**src/rtl/fetch_sequencer.sv**
```systemverilog
// Multi-buffer tile fetch sequencer: turns "fetch next tile of buffer b" commands
// into BRAM read bursts, tracking read-data valid across a fixed BRAM latency.
module fetch_sequencer #(
  parameter int unsigned NUM_BUFS     = 3,
  parameter int unsigned SEL_WIDTH    = 2,
  parameter int unsigned ADDR_WIDTH   = 11,
  parameter int unsigned PTR_WIDTH    = 9,
  parameter int unsigned CNT_WIDTH    = 8,
  parameter int unsigned BRAM_LATENCY = 1
) (
  input  logic                           clk,
  input  logic                           rst_n,
  input  logic                           cmd_valid,
  output logic                           cmd_ready,
  input  logic [SEL_WIDTH-1:0]           cmd_buf,
  input  logic [CNT_WIDTH-1:0]           cmd_len,
  input  logic [NUM_BUFS*ADDR_WIDTH-1:0] base_addr_flat,
  input  logic [NUM_BUFS*PTR_WIDTH-1:0]  buf_tiles_flat,
  input  logic                           clear_ptrs,
  input  logic                           abort,
  input  logic                           stall,
  output logic [ADDR_WIDTH-1:0]          bram_addr,
  output logic                           bram_en,
  output logic                           rd_valid,
  output logic                           rd_last,
  output logic [SEL_WIDTH-1:0]           rd_buf,
  output logic                           fetch_done,
  output logic                           cmd_err,
  output logic                           busy
);

  localparam int unsigned PROD_WIDTH = PTR_WIDTH + CNT_WIDTH;
  localparam int unsigned LAT        = BRAM_LATENCY;

  typedef enum logic [1:0] {IDLE, FETCH, DRAIN, DONE} state_t;

  state_t                state_q, state_d;
  logic [SEL_WIDTH-1:0]  buf_q;
  logic [CNT_WIDTH-1:0]  len_q;
  logic [CNT_WIDTH-1:0]  offset_q;
  logic [ADDR_WIDTH-1:0] tile_base_q;
  logic                  err_q;
  logic [PTR_WIDTH-1:0]  ptr_q [NUM_BUFS];
  logic [LAT-1:0]        pipe_en_q;
  logic [LAT-1:0]        pipe_last_q;

  logic                  accept;
  logic                  cmd_bad;
  logic                  abort_act;
  logic                  issue_last;
  logic [ADDR_WIDTH-1:0] sel_base;
  logic [PTR_WIDTH-1:0]  sel_ptr;
  logic [PTR_WIDTH-1:0]  done_ptr;
  logic [PTR_WIDTH-1:0]  done_tiles;
  logic [PTR_WIDTH-1:0]  done_inc;
  logic [PROD_WIDTH-1:0] tile_off;

  // Per-buffer lookups; an out-of-range index reads as zero.
  always_comb begin
    sel_base   = '0;
    sel_ptr    = '0;
    done_ptr   = '0;
    done_tiles = '0;
    for (int i = 0; i < int'(NUM_BUFS); i++) begin
      if (cmd_buf == SEL_WIDTH'(i)) begin
        sel_base = base_addr_flat[i*ADDR_WIDTH +: ADDR_WIDTH];
        sel_ptr  = ptr_q[i];
      end
      if (buf_q == SEL_WIDTH'(i)) begin
        done_ptr   = ptr_q[i];
        done_tiles = buf_tiles_flat[i*PTR_WIDTH +: PTR_WIDTH];
      end
    end
  end

  assign accept     = cmd_valid && (state_q == IDLE);
  assign cmd_bad    = (cmd_len == '0) || (32'(cmd_buf) >= NUM_BUFS);
  assign abort_act  = abort && ((state_q == FETCH) || (state_q == DRAIN));
  assign tile_off   = PROD_WIDTH'(sel_ptr) * PROD_WIDTH'(cmd_len);
  assign done_inc   = done_ptr + PTR_WIDTH'(1);
  assign issue_last = bram_en && (offset_q == (len_q - CNT_WIDTH'(1)));

  // Issue is same-cycle with stall so a stalled BRAM port never sees a request.
  assign bram_en    = (state_q == FETCH) && !stall && !abort;
  assign bram_addr  = tile_base_q + ADDR_WIDTH'(offset_q);
  assign cmd_ready  = (state_q == IDLE);
  assign busy       = (state_q != IDLE);
  assign rd_valid   = pipe_en_q[LAT-1];
  assign rd_last    = pipe_last_q[LAT-1];
  assign rd_buf     = buf_q;
  assign fetch_done = (state_q == DONE);
  assign cmd_err    = (state_q == DONE) && err_q;

  always_ff @(posedge clk or negedge rst_n) begin
    if (!rst_n) state_q <= IDLE;
    else        state_q <= state_d;
  end

  always_comb begin
    state_d = state_q;
    case (state_q)
      IDLE:    if (accept) state_d = cmd_bad ? DONE : FETCH;
      FETCH:   if (abort) state_d = IDLE;
               else if (issue_last) state_d = DRAIN;
      // The last tag is at the pipeline output this cycle and leaves on this edge.
      DRAIN:   if (abort) state_d = IDLE;
               else if (pipe_last_q[LAT-1]) state_d = DONE;
      DONE:    state_d = IDLE;
      default: state_d = IDLE;
    endcase
  end

  always_ff @(posedge clk or negedge rst_n) begin
    if (!rst_n) begin
      buf_q       <= '0;
      len_q       <= '0;
      offset_q    <= '0;
      tile_base_q <= '0;
      err_q       <= 1'b0;
      pipe_en_q   <= '0;
      pipe_last_q <= '0;
      for (int i = 0; i < int'(NUM_BUFS); i++) ptr_q[i] <= '0;
    end else begin
      if (accept) begin
        buf_q       <= cmd_buf;
        len_q       <= cmd_len;
        tile_base_q <= sel_base + ADDR_WIDTH'(tile_off);
        err_q       <= cmd_bad;
        offset_q    <= '0;
      end else if (bram_en) begin
        offset_q <= offset_q + CNT_WIDTH'(1);
      end

      if (abort_act) begin
        pipe_en_q   <= '0;
        pipe_last_q <= '0;
      end else begin
        pipe_en_q   <= LAT'({pipe_en_q, bram_en});
        pipe_last_q <= LAT'({pipe_last_q, issue_last});
      end

      // clear_ptrs wins over the completion increment.
      for (int i = 0; i < int'(NUM_BUFS); i++) begin
        if (clear_ptrs)
          ptr_q[i] <= '0;
        else if ((state_q == DONE) && !err_q && (buf_q == SEL_WIDTH'(i)))
          ptr_q[i] <= (done_inc == done_tiles) ? '0 : done_inc;
      end
    end
  end

endmodule

```
**config.mk**
```make
export PLATFORM = sky130hd
export DESIGN_NAME = fetch_sequencer
export DESIGN_NICKNAME = d
export VERILOG_FILES = /design/src/rtl/fetch_sequencer.sv
export SDC_FILE = /design/constraint.sdc
export NUM_CORES = 1
export LEC_CHECK = 0
export ABC_AREA = 0
export CAP_MARGIN = 40
export CELL_PAD_IN_SITES_DETAIL_PLACEMENT = 1
export CELL_PAD_IN_SITES_GLOBAL_PLACEMENT = 1
export CORE_ASPECT_RATIO = 1.1
export CORE_MARGIN = 2
export CORE_UTILIZATION = 43
export CTS_BUF_LIST = sky130_fd_sc_hd__clkbuf_8
export DETAILED_ROUTE_END_ITERATION = 16
export GPL_TIMING_DRIVEN = 0
export PLACE_DENSITY = 0.92
export SKIP_LAST_GASP = 1
export SYNTH_ARGS = -nofsm -noshare
export SYNTH_HDL_FRONTEND = slang
export SYNTH_SLANG_ARGS = --single-unit
```
**constraint.sdc**
```tcl
create_clock -name clk -period 5.67 [get_ports clk]
set_input_delay 1.134 -clock clk [delete_from_list [all_inputs] [get_ports clk]]
set_output_delay 1.134 -clock clk [all_outputs]
set_load 0.1 [all_outputs]
```
==> flow_summary.json, run 1 <==
{
  "viasPerCell": 5.631,
  "syn-num-nets": 827,
  "io_pins": 96,
  "io_buffer_count": 92,
  "overflow": 0,
  "vdd_drop_max_v": 0.0002170,
  "slowest_stage": "clkdlybuf4s50_1",
  "fmax_ghz": 0.1820,
  "synth_edf_count": 0,
  "tns_ps": 0,
  "clock-sinks": 61,
  "status": "finished clean",
  "r2r_end": "tile_base_q[10]",
  "slew_violations": 0,
  "fp.coreArea_um2": 13680,
  "ff2ff_setup_slack_ps": 880,
  "finalClockSkew_ps": 13.85,
  "grt_pass1_vias": 6595,
  "r2r_start": "ptr_q[3]",
  "rows": 45,
  "min_period_ps": 5496,
  "final_cell_mix": "146 x nand2_1, 90 x clkdlybuf4s50_1, 63 x inv_1, 61 x dfrtp_1, 38 x mux2i_1",
  "hp-start": "tile_base_q[7]",
  "antenna_found_initial": 0,
  "critical_path_arrival_ps": 5730,
  "synth_largest_area_cell": "dfrtp_1",
  "instances_no_fill": 992,
  "synth.distinct_cells": 58,
  "cp-start-kind": "input port",
  "post_cts_buffers": 0,
  "dp_cells": 978,
  "cts_buffers": 9,
  "drc_errors": 0,
  "reg2reg_depth": 19,
  "ys_async_sr_fraction": 1.000,
  "min_to": "tile_base_q[7]",
  "syn_inst": 676,
  "ys.flop_type": "dfrtp_1",
  "maxCapViolations": 0,
  "synth_area_um2": 5958,
  "holdPathStages": 2,
  "yosysSeqAreaShare": 0.2562,
  "critPathMaxStageDelay_ps": 900,
  "ys_warn_count": 0,
  "clk_latency_ps": 360,
  "worstMarginPinSlew_ps": 758.6,
  "drt-initial-drc-count": 250,
  "fp.dieH_um": 127.5,
  "layout-area-overhead-vs-synth_pct": 30.30,
  "crit_path_end_kind": "register",
  "drive_gt1_frac": 0.1107,
  "htreeDepth": 3,
  "yosysTopAreaCellShare": 0.2562,
  "hold_buffers": 0,
  "dieArea_um2": 14810,
  "crit_chain": "clkdlybuf4s50_1 -> nand2_1 -> fa_1 -> fa_1 -> inv_1 -> ha_1 -> inv_1 -> fa_1 -> inv_1 -> ha_1 -> a21o_1 -> a21oi_2 -> o21ai_1 -> o21ai_2 -> nand2b_1 -> a21oi_1 -> xnor2_1 -> o21ai_0",
  "ys_seq_elements": 61,
  "cts_tree": "built",
  "final_common_cell": "nand2_1",
  "hold_violations": 0,
  "clockRootBuffer": "clkbuf_8",
  "vias": 5586,
  "gp_congestion": 0.8804,
  "path_clk_slew_ps": 80,
  "fin_ws_ps": 174.1,
  "p_per_area_nw_per_um2": 360.9,
  "nets": 950,
  "avgSynthCellArea_um2": 8.814,
  "hp-class": "reg -> reg",
  "required_ps": 5910,
  "routed_wl_mm": 20.33,
  "path_class": "in -> reg",
  "cts_buffer_depth": 2,
  "die_w_um": 116.2,
  "ant_nets": 0,
  "synthTopCellsByArea": "dfrtp_1 26%, fa_1 13%, nand2_1 9.3%",
  "grt_pass1_wl_mm": 32.95,
  "start_util": 0.4355,
  "finalCritPeriodShare": 0.9693,
  "antenna_cells": 0,
  "p_leak_nw": 3.334,
  "first_pass_iters": 4,
  "route.detailed.wl_per_inst_um": 20.50,
  "finalSetupViolations": 0,
  "maxSlewHeadroom": 0.4924,
  "grt_usage": 0.2884,
  "hpwlAfterDp_mm": 15.16,
  "post-place-ws_ps": -1216,
  "crit_fanout": 11,
  "grt_max_degree": 39,
  "fin_hold_ws_ps": 496.2
}
## per-stage QoR
stage	total power [mW]	utilization	area, um2
after global placement	2.072	0.5203	7118
after detailed placement	2.368	0.5437	7438
final	2.802	0.5674	7764
after floorplan	1.742	-	5962
after CTS	2.802	0.5645	7724
after global routing	2.939	0.5674	7764
## final cells by class
class | count | area [um2]
buffer | 23 | 161.4
clock buffer | 10 | 137.6
clock inverter | 6 | 63.81
fill | 1573 | 5918
inverter | 62 | 232.7
multi-input combinational | 528 | 4164
sequential | 61 | 1526
tap | 188 | 235.2
timing repair buffer | 114 | 1242
## repair_timing
action	in CTS	in global routing
gates cloned	0	0
setup endpoints to repair	5	2
hold endpoints to repair	0	0
gates resized for setup	27	11
pin swaps	0	2
## cell usage after synthesis, drive strengths merged (12+ instances only)
| library cell | number |
|---|---|
| o2bb2ai | 13 |
| and2 | 12 |
| inv | 62 |
| xnor2 | 36 |
| a21oi | 24 |
| dfrtp | 61 |
| clkbuf | 15 |
| fa | 39 |
| ha | 36 |
| mux2i | 39 |
| o21ai | 60 |
| nand2 | 147 |
| nor2 | 33 |
| xor2 | 18 |
## cell families after synthesis
kind of cell	count (synthesis)	synth area share
and+or+nand+nor	238	0.1766
AOI/OAI and AO/OA	121	0.1474
buffers and inverters	87	0.06132
adders and majority gates	75	0.2066
DFF	61	0.2562
xor gates and xnor gates	55	0.08568
muxes	39	0.06615
## worst max-delay path, delay by kind of cell
kind	cells	cell delay (ps)
xor+xnor	1	130
simple gates	2	250
compound gates	6	930
buf+inv	4	1070
fa+ha+maj	5	2220
## worst max-delay path by stage
stage                          start         endpoint  slack (ps)  cells after the start
after detailed placement  cmd_buf[0]  tile_base_q[10]       -1220                     21
after CTS                 cmd_len[0]  tile_base_q[10]           9                     19
after floorplan           cmd_buf[1]  tile_base_q[10]          20                     22
final                     cmd_len[1]  tile_base_q[10]         170                     18
after global routing      cmd_len[1]  tile_base_q[10]         -70                     18
after global placement    cmd_buf[0]  tile_base_q[10]       -1030                     21
## registers in the layout (all words and copies together) (netlist names)
name         flops
rd_last          1
len_q            8
state_q          2
tile_base_q     11
rd_valid         1
err_q            1
rd_buf           2
offset_q         8
ptr_q           27
## where the power goes
group / switching, mW / internal, mW
Combinational: 1.10 / 0.655
Sequential: 0.105 / 0.525
Clock: 0.200 / 0.214
## layer usage
| metal | GRT usage | share of wire | routed length [um] | vias to the layer above |
|---|---|---|---|---|
| met4 | 0.1723 | 0.055 | 1118 | 0 |
| li1 | - | - | - | 2475 |
| met5 | 0 | 0 | 0 | - |
| met1 | 0.2839 | 0.35 | 7044 | 2791 |
| met2 | 0.5527 | 0.56 | 11290 | 222 |
| met3 | 0.04649 | 0.043 | 880 | 98 |
Power figures use the tool's default switching activity.
==> run 2: changes to the inputs <==
SETUP_SLACK_MARGIN = 0.15   (was unset)
SLEW_MARGIN = 20   (was unset)
==> run 2 against run 1 <==
Design area up 0.69%. Flip-flop and latch count stayed put. Utilization grew 0.39 points. Count of clock-buffer cells in the layout unchanged. Fmax increased by 2.5%. Setup slack better by 130 ps. Critical endpoint unchanged. Largest cell class unchanged. Highest routed layer unchanged.
==> flow_summary.json, run 2 (synthesis results as in run 1) <==
{
  "status": "finished clean",
  "hold_buffers": 0,
  "fmax_ghz": 0.1864,
  "critical_path_arrival_ps": 5590,
  "min_period_ps": 5364,
  "routed_wl_mm": 19.59,
  "finalClockSkew_ps": 8.596,
  "first_pass_iters": 4,
  "tns_ps": 0,
  "path_clk_slew_ps": 70,
  "vdd_drop_max_v": 0.0002160,
  "final_cell_mix": "147 x nand2_1, 90 x clkdlybuf4s50_1, 63 x inv_1, 61 x dfrtp_1, 39 x fa_1",
  "gp_congestion": 0.8665,
  "cpMostUsedCell": "xnor2_1",
  "p_per_area_nw_per_um2": 358.2,
  "slew_violations": 0,
  "crit_chain": "clkbuf_4 -> buf_12 -> mux2i_1 -> o2bb2ai_1 -> nand2_1 -> fa_1 -> fa_1 -> fa_1 -> fa_1 -> xnor2_1 -> xnor2_1 -> xnor2_1 -> xnor2_1 -> xnor2_1 -> xnor2_1 -> xnor2_1 -> o21ai_0",
  "ff2ff_setup_slack_ps": 1030,
  "cts_tree": "built",
  "grt_max_degree": 49,
  "p_leak_nw": 3.358,
  "route.detailed.wl_per_inst_um": 19.67,
  "path_class": "in -> reg",
  "fp.dieH_um": 127.5,
  "cts_buffers": 9,
  "io_buffer_count": 92,
  "vias": 5470,
  "grt_pass1_vias": 6376,
  "critPathMaxStageDelay_ps": 560,
  "crit_start": "cmd_buf[1]",
  "crit_fanout": 10,
  "cts_buffer_depth": 2,
  "power_mw": 2.800,
  "largest_reg_flops": 27,
  "hp-class": "reg -> reg",
  "grt_setup_unrepaired": "true",
  "top_regs": "ptr_q (27), tile_base_q (11)",
  "final_common_cell": "nand2_1",
  "overflow": 0,
  "ant_nets": 0,
  "top_register": "ptr_q",
  "drc_errors": 0,
  "die_w_um": 116.2,
  "finalSetupViolations": 0,
  "grt_pass1_wl_mm": 32.03,
  "hp-start": "tile_base_q[7]",
  "maxCapViolations": 0,
  "maxSlewHeadroom": 0.4753,
  "r2r_start": "ptr_q[5]",
  "layout-area-overhead-vs-synth_pct": 31.21,
  "start_util": 0.4355,
  "holdPathStages": 2,
  "rows": 45,
  "hpwlAfterDp_mm": 15.62,
  "dieArea_um2": 14810,
  "crit_path_end_kind": "register",
  "fp.coreArea_um2": 13680,
  "worstMarginPinSlew_ps": 784.1,
  "finalCritPeriodShare": 0.9461,
  "drt-initial-drc-count": 224,
  "clock-sinks": 61,
  "nets": 954,
  "antenna_found_initial": 0,
  "required_ps": 5900,
  "viasPerCell": 5.492,
  "clockRootBuffer": "clkbuf_8",
  "htreeDepth": 3,
  "io_pins": 96,
  "drive_gt1_frac": 0.1126,
  "clk_latency_ps": 360,
  "slowest_stage": "fa_1",
  "cp-start-kind": "input port",
  "antenna_cells": 0,
  "hold_violations": 0,
  "reg2reg_depth": 15,
  "grt_usage": 0.2809
}
## run 2: cell count changes in the layout (fill, tap and decap cells not counted), moves of 2 or more
cell / before / now
buf_6: 4 / 2
fa_1: 37 / 39
fa_2: 2 / 0
buf_4: 3 / 5
clkbuf_8: 11 / 13
## run 2: power by group
group,leakage (nW),internal (mW),switching (mW)
Sequential,0.818,0.525,0.104
Combinational,2.44,0.658,1.10
Clock,0.104,0.214,0.195
## run 2: per-layer routing
layer,GRT usage,up-vias,part of all wire
met3,0.04981,69,0.037
met2,0.5369,168,0.57
met1,0.2852,2741,0.35
met4,0.1443,0,0.047
li1,-,2492,-
met5,0,-,0
## run 2: final timing paths
path                                   end
setup reg to reg           tile_base_q[10]
setup / recovery           tile_base_q[10]
max in group asynchronous        ptr_q[13]
hold / removal              tile_base_q[7]
min in group asynchronous      offset_q[4]
hold reg to reg             tile_base_q[7]
## run 2: worst max-delay path, delay by kind of cell
kind	cells	cell delay, ps
compound gates	2	510
xor+xnor	7	1340
fa+ha+maj	4	2020
buf+inv	2	340
mux	1	120
simple gates	1	140
## run 2: final cells by class
class	instances	area (um2)
Buffer	25	202.7
Clock buffer	10	137.6
Inverter	62	232.7
Fill cell	1575	5864
Sequential cell	61	1526
Multi-Input combinational cell	528	4158
Timing Repair Buffer	116	1261
Clock inverter	6	63.81
Tap cell	188	235.2
## run 2: what timing repair did
| item | CTS | global route |
|---|---|---|
| gates cloned | 0 | 0 |
| endpoints found under the setup margin | 5 | 3 |
| pin swaps | 2 | 2 |
| setup buffers | 1 | 1 |
| resized for setup | 29 | 15 |
## run 2: metrics by stage
stage	worst slack [ps]	instance area (um2)	util	std cells	hold WS (ps)
2_1_floorplan	223.5	5972	-	676	449.8
3_3_place_gp	-905.8	7128	0.5210	956	467.9
3_5_place_dp	-1137	7458	0.5451	978	486.4
4_1_cts	199.1	7769	0.5678	995	501.5
5_1_grt	142.1	7818	0.5714	996	546.2
6_report	305.9	7818	0.5714	996	501.7
==> run 3: changes to the inputs <==
SETUP_SLACK_MARGIN = unset   (was 0.15)
SLEW_MARGIN = 10   (was 20)
TNS_END_PERCENT = 20   (was unset)
==> run 3 against run 2 <==
Die area unchanged. Largest cell class unchanged. Sequential power is essentially flat. Critical endpoint unchanged. Setup slack worse by 150 ps. Non-clock buffer count decreased by 5.
==> flow_summary.json, run 3 (synthesis results as in run 1) <==
{
  "grt_pass1_vias": 6258,
  "vdd_drop_max_v": 0.0002170,
  "top_layer": "met4",
  "first_pass_iters": 4,
  "cts_tree": "built",
  "final_common_cell": "nand2_1",
  "fp.coreArea_um2": 13680,
  "p_per_area_nw_per_um2": 358.9,
  "final_cell_mix": "147 x nand2_1, 88 x clkdlybuf4s50_1, 63 x inv_1, 61 x dfrtp_1, 39 x fa_1",
  "hpwlAfterDp_mm": 14.83,
  "critical_path_arrival_ps": 5740,
  "clk_latency_ps": 350,
  "start_util": 0.4355,
  "clockRootBuffer": "clkbuf_8",
  "grt_max_degree": 62,
  "drc_errors": 0,
  "hp-class": "reg -> reg",
  "cts_buffer_depth": 2,
  "crit_chain": "clkbuf_2 -> buf_8 -> mux2i_1 -> o2bb2ai_1 -> nand2_1 -> fa_1 -> fa_1 -> fa_1 -> fa_1 -> xnor2_1 -> xnor2_1 -> xnor2_1 -> xnor2_1 -> xnor2_1 -> xnor2_1 -> xnor2_1 -> o21ai_0",
  "crit_family": "adder cells",
  "post_cts_buffers": 0,
  "clock-sinks": 61,
  "fin_ws_ps": 159.2,
  "switchingPower_mw": 1.376,
  "slew_violations": 0,
  "crit_fanout": 10,
  "route.detailed.wl_per_inst_um": 18.91,
  "path_clk_slew_ps": 70,
  "min_period_ps": 5511,
  "final_core_util": 0.5635,
  "overflow": 0,
  "swShare": 0.4972,
  "io_pins": 96,
  "routed-wl-met2_mm": 10.53,
  "finalClockSkew_ps": 7.152,
  "slowest_stage": "fa_1",
  "status": "finished clean",
  "drive_gt1_frac": 0.1034,
  "hold_buffers": 0,
  "antenna_found_initial": 0,
  "cp-start-kind": "input port",
  "required_ps": 5900,
  "grt_setup_unrepaired": "false",
  "drt-initial-drc-count": 201,
  "critPathBufInv": 2,
  "fp.dieH_um": 127.5,
  "p_leak_nw": 3.328,
  "dieArea_um2": 14810,
  "grt_usage": 0.2641,
  "rows": 45,
  "cpMostUsedCell": "xnor2_1",
  "ant_nets": 0,
  "fmax_ghz": 0.1815,
  "combPwrFrac": 0.629,
  "die_w_um": 116.2,
  "grt_pass1_wl_mm": 30.33,
  "gp_congestion": 0.8804,
  "met1_length_mm": 6.864,
  "nets": 949,
  "io_buffer_count": 92,
  "dp_cells": 977,
  "hold_violations": 0,
  "finalSetupViolations": 0,
  "routed_wl_mm": 18.74,
  "htreeDepth": 3,
  "maxSlewHeadroom": 0.4532,
  "worstMarginPinSlew_ps": 817.1,
  "vias": 5432,
  "finalCritPeriodShare": 0.9719,
  "final.fill_count": 1566,
  "top_register": "ptr_q",
  "largest_reg_flops": 27,
  "instances_no_fill": 991,
  "p_clk_frac": 0.145,
  "post-place-ws_ps": -1163,
  "p_seq_frac": 0.226,
  "top_regs": "ptr_q (27), tile_base_q (11)",
  "crit_path_end_kind": "register",
  "layout-area-overhead-vs-synth_pct": 29.40,
  "viasPerCell": 5.481,
  "critPathMaxStageDelay_ps": 550,
  "cell_internal_pwr_mw": 1.392,
  "path_class": "in -> reg",
  "cts_buffers": 9,
  "antenna_cells": 0,
  "maxCapViolations": 0,
  "dr_wl_met3_um": 651,
  "ff2ff_setup_slack_ps": 900
}
[run 3: changes by cell type in the layout (fill, tap and decap cells not counted), moves of 2 or more]
cell | before | now
clkbuf_8 | 13 | 10
dlymetal6s2s_1 | 0 | 2
buf_6 | 2 | 4
buf_4 | 5 | 3
clkdlybuf4s50_1 | 90 | 88
buf_2 | 6 | 4
[run 3: per-stage QoR]
step	hold WS [ps]	instance area [um2]	TNS [ps]	power, mW
4_1_cts	499.7	7680	0	2.775
3_5_place_dp	484.6	7421	-4166	2.362
2_1_floorplan	449.8	5962	0	1.742
3_3_place_gp	467.1	7118	-3412	2.072
6_report	492.0	7710	0	2.767
5_1_grt	517.2	7710	0	2.909
[run 3: metal layers]
layer,track usage,up-vias
met5,0,-
met4,0.1218,0
met3,0.04127,52
met2,0.5103,162
met1,0.2728,2742
li1,-,2476
[run 3: power by group through the flow]
stage | Clock, mW | Sequential (mW) | Combinational [mW]
global placement | 0 | 0.621 | 1.45
CTS | 0.403 | 0.625 | 1.75
floorplan | 0 | 0.656 | 1.09
finish | 0.400 | 0.626 | 1.74
detailed placement | 0 | 0.632 | 1.73
global route | 0.422 | 0.637 | 1.85
[run 3: final timing paths]
| check | from | end | cells past startpoint |
|---|---|---|---|
| setup reg to reg | ptr_q[3] | tile_base_q[10] | 15 |
| min in group asynchronous | rst_n | offset_q[4] | 1 |
| setup / recovery | cmd_buf[1] | tile_base_q[10] | 17 |
| hold / removal | tile_base_q[7] | tile_base_q[7] | 2 |
| max in group asynchronous | rst_n | ptr_q[6] | 1 |
| hold reg to reg | tile_base_q[7] | tile_base_q[7] | 2 |
[run 3: worst min-delay path, delay by kind of cell (launching register included)]
kind,cells,cell delay [ps]
flip-flops,1,350
AND/OR/NAND/NOR,1,50
AO/OA/AOI/OAI,1,60
[run 3: repair_timing]
item / CTS / global route
endpoints found under the setup margin: 5 / 3
gates cloned: 0 / 0
pin swaps: 0 / 1
gates resized for setup: 19 / 15
[run 3: cell type report]
type | instances | area [um2] | share of cell area
Buffer | 23 | 162.7 | 0.02110
Clock buffer | 10 | 137.6 | 0.01785
Clock inverter | 6 | 63.81 | 0.008277
Inverter | 62 | 232.7 | 0.03018
Multi-Input combinational cell | 528 | 4128 | 0.5354
Sequential cell | 61 | 1526 | 0.1980
Tap cell | 188 | 235.2 | 0.03051
Timing Repair Buffer | 113 | 1224 | 0.1587
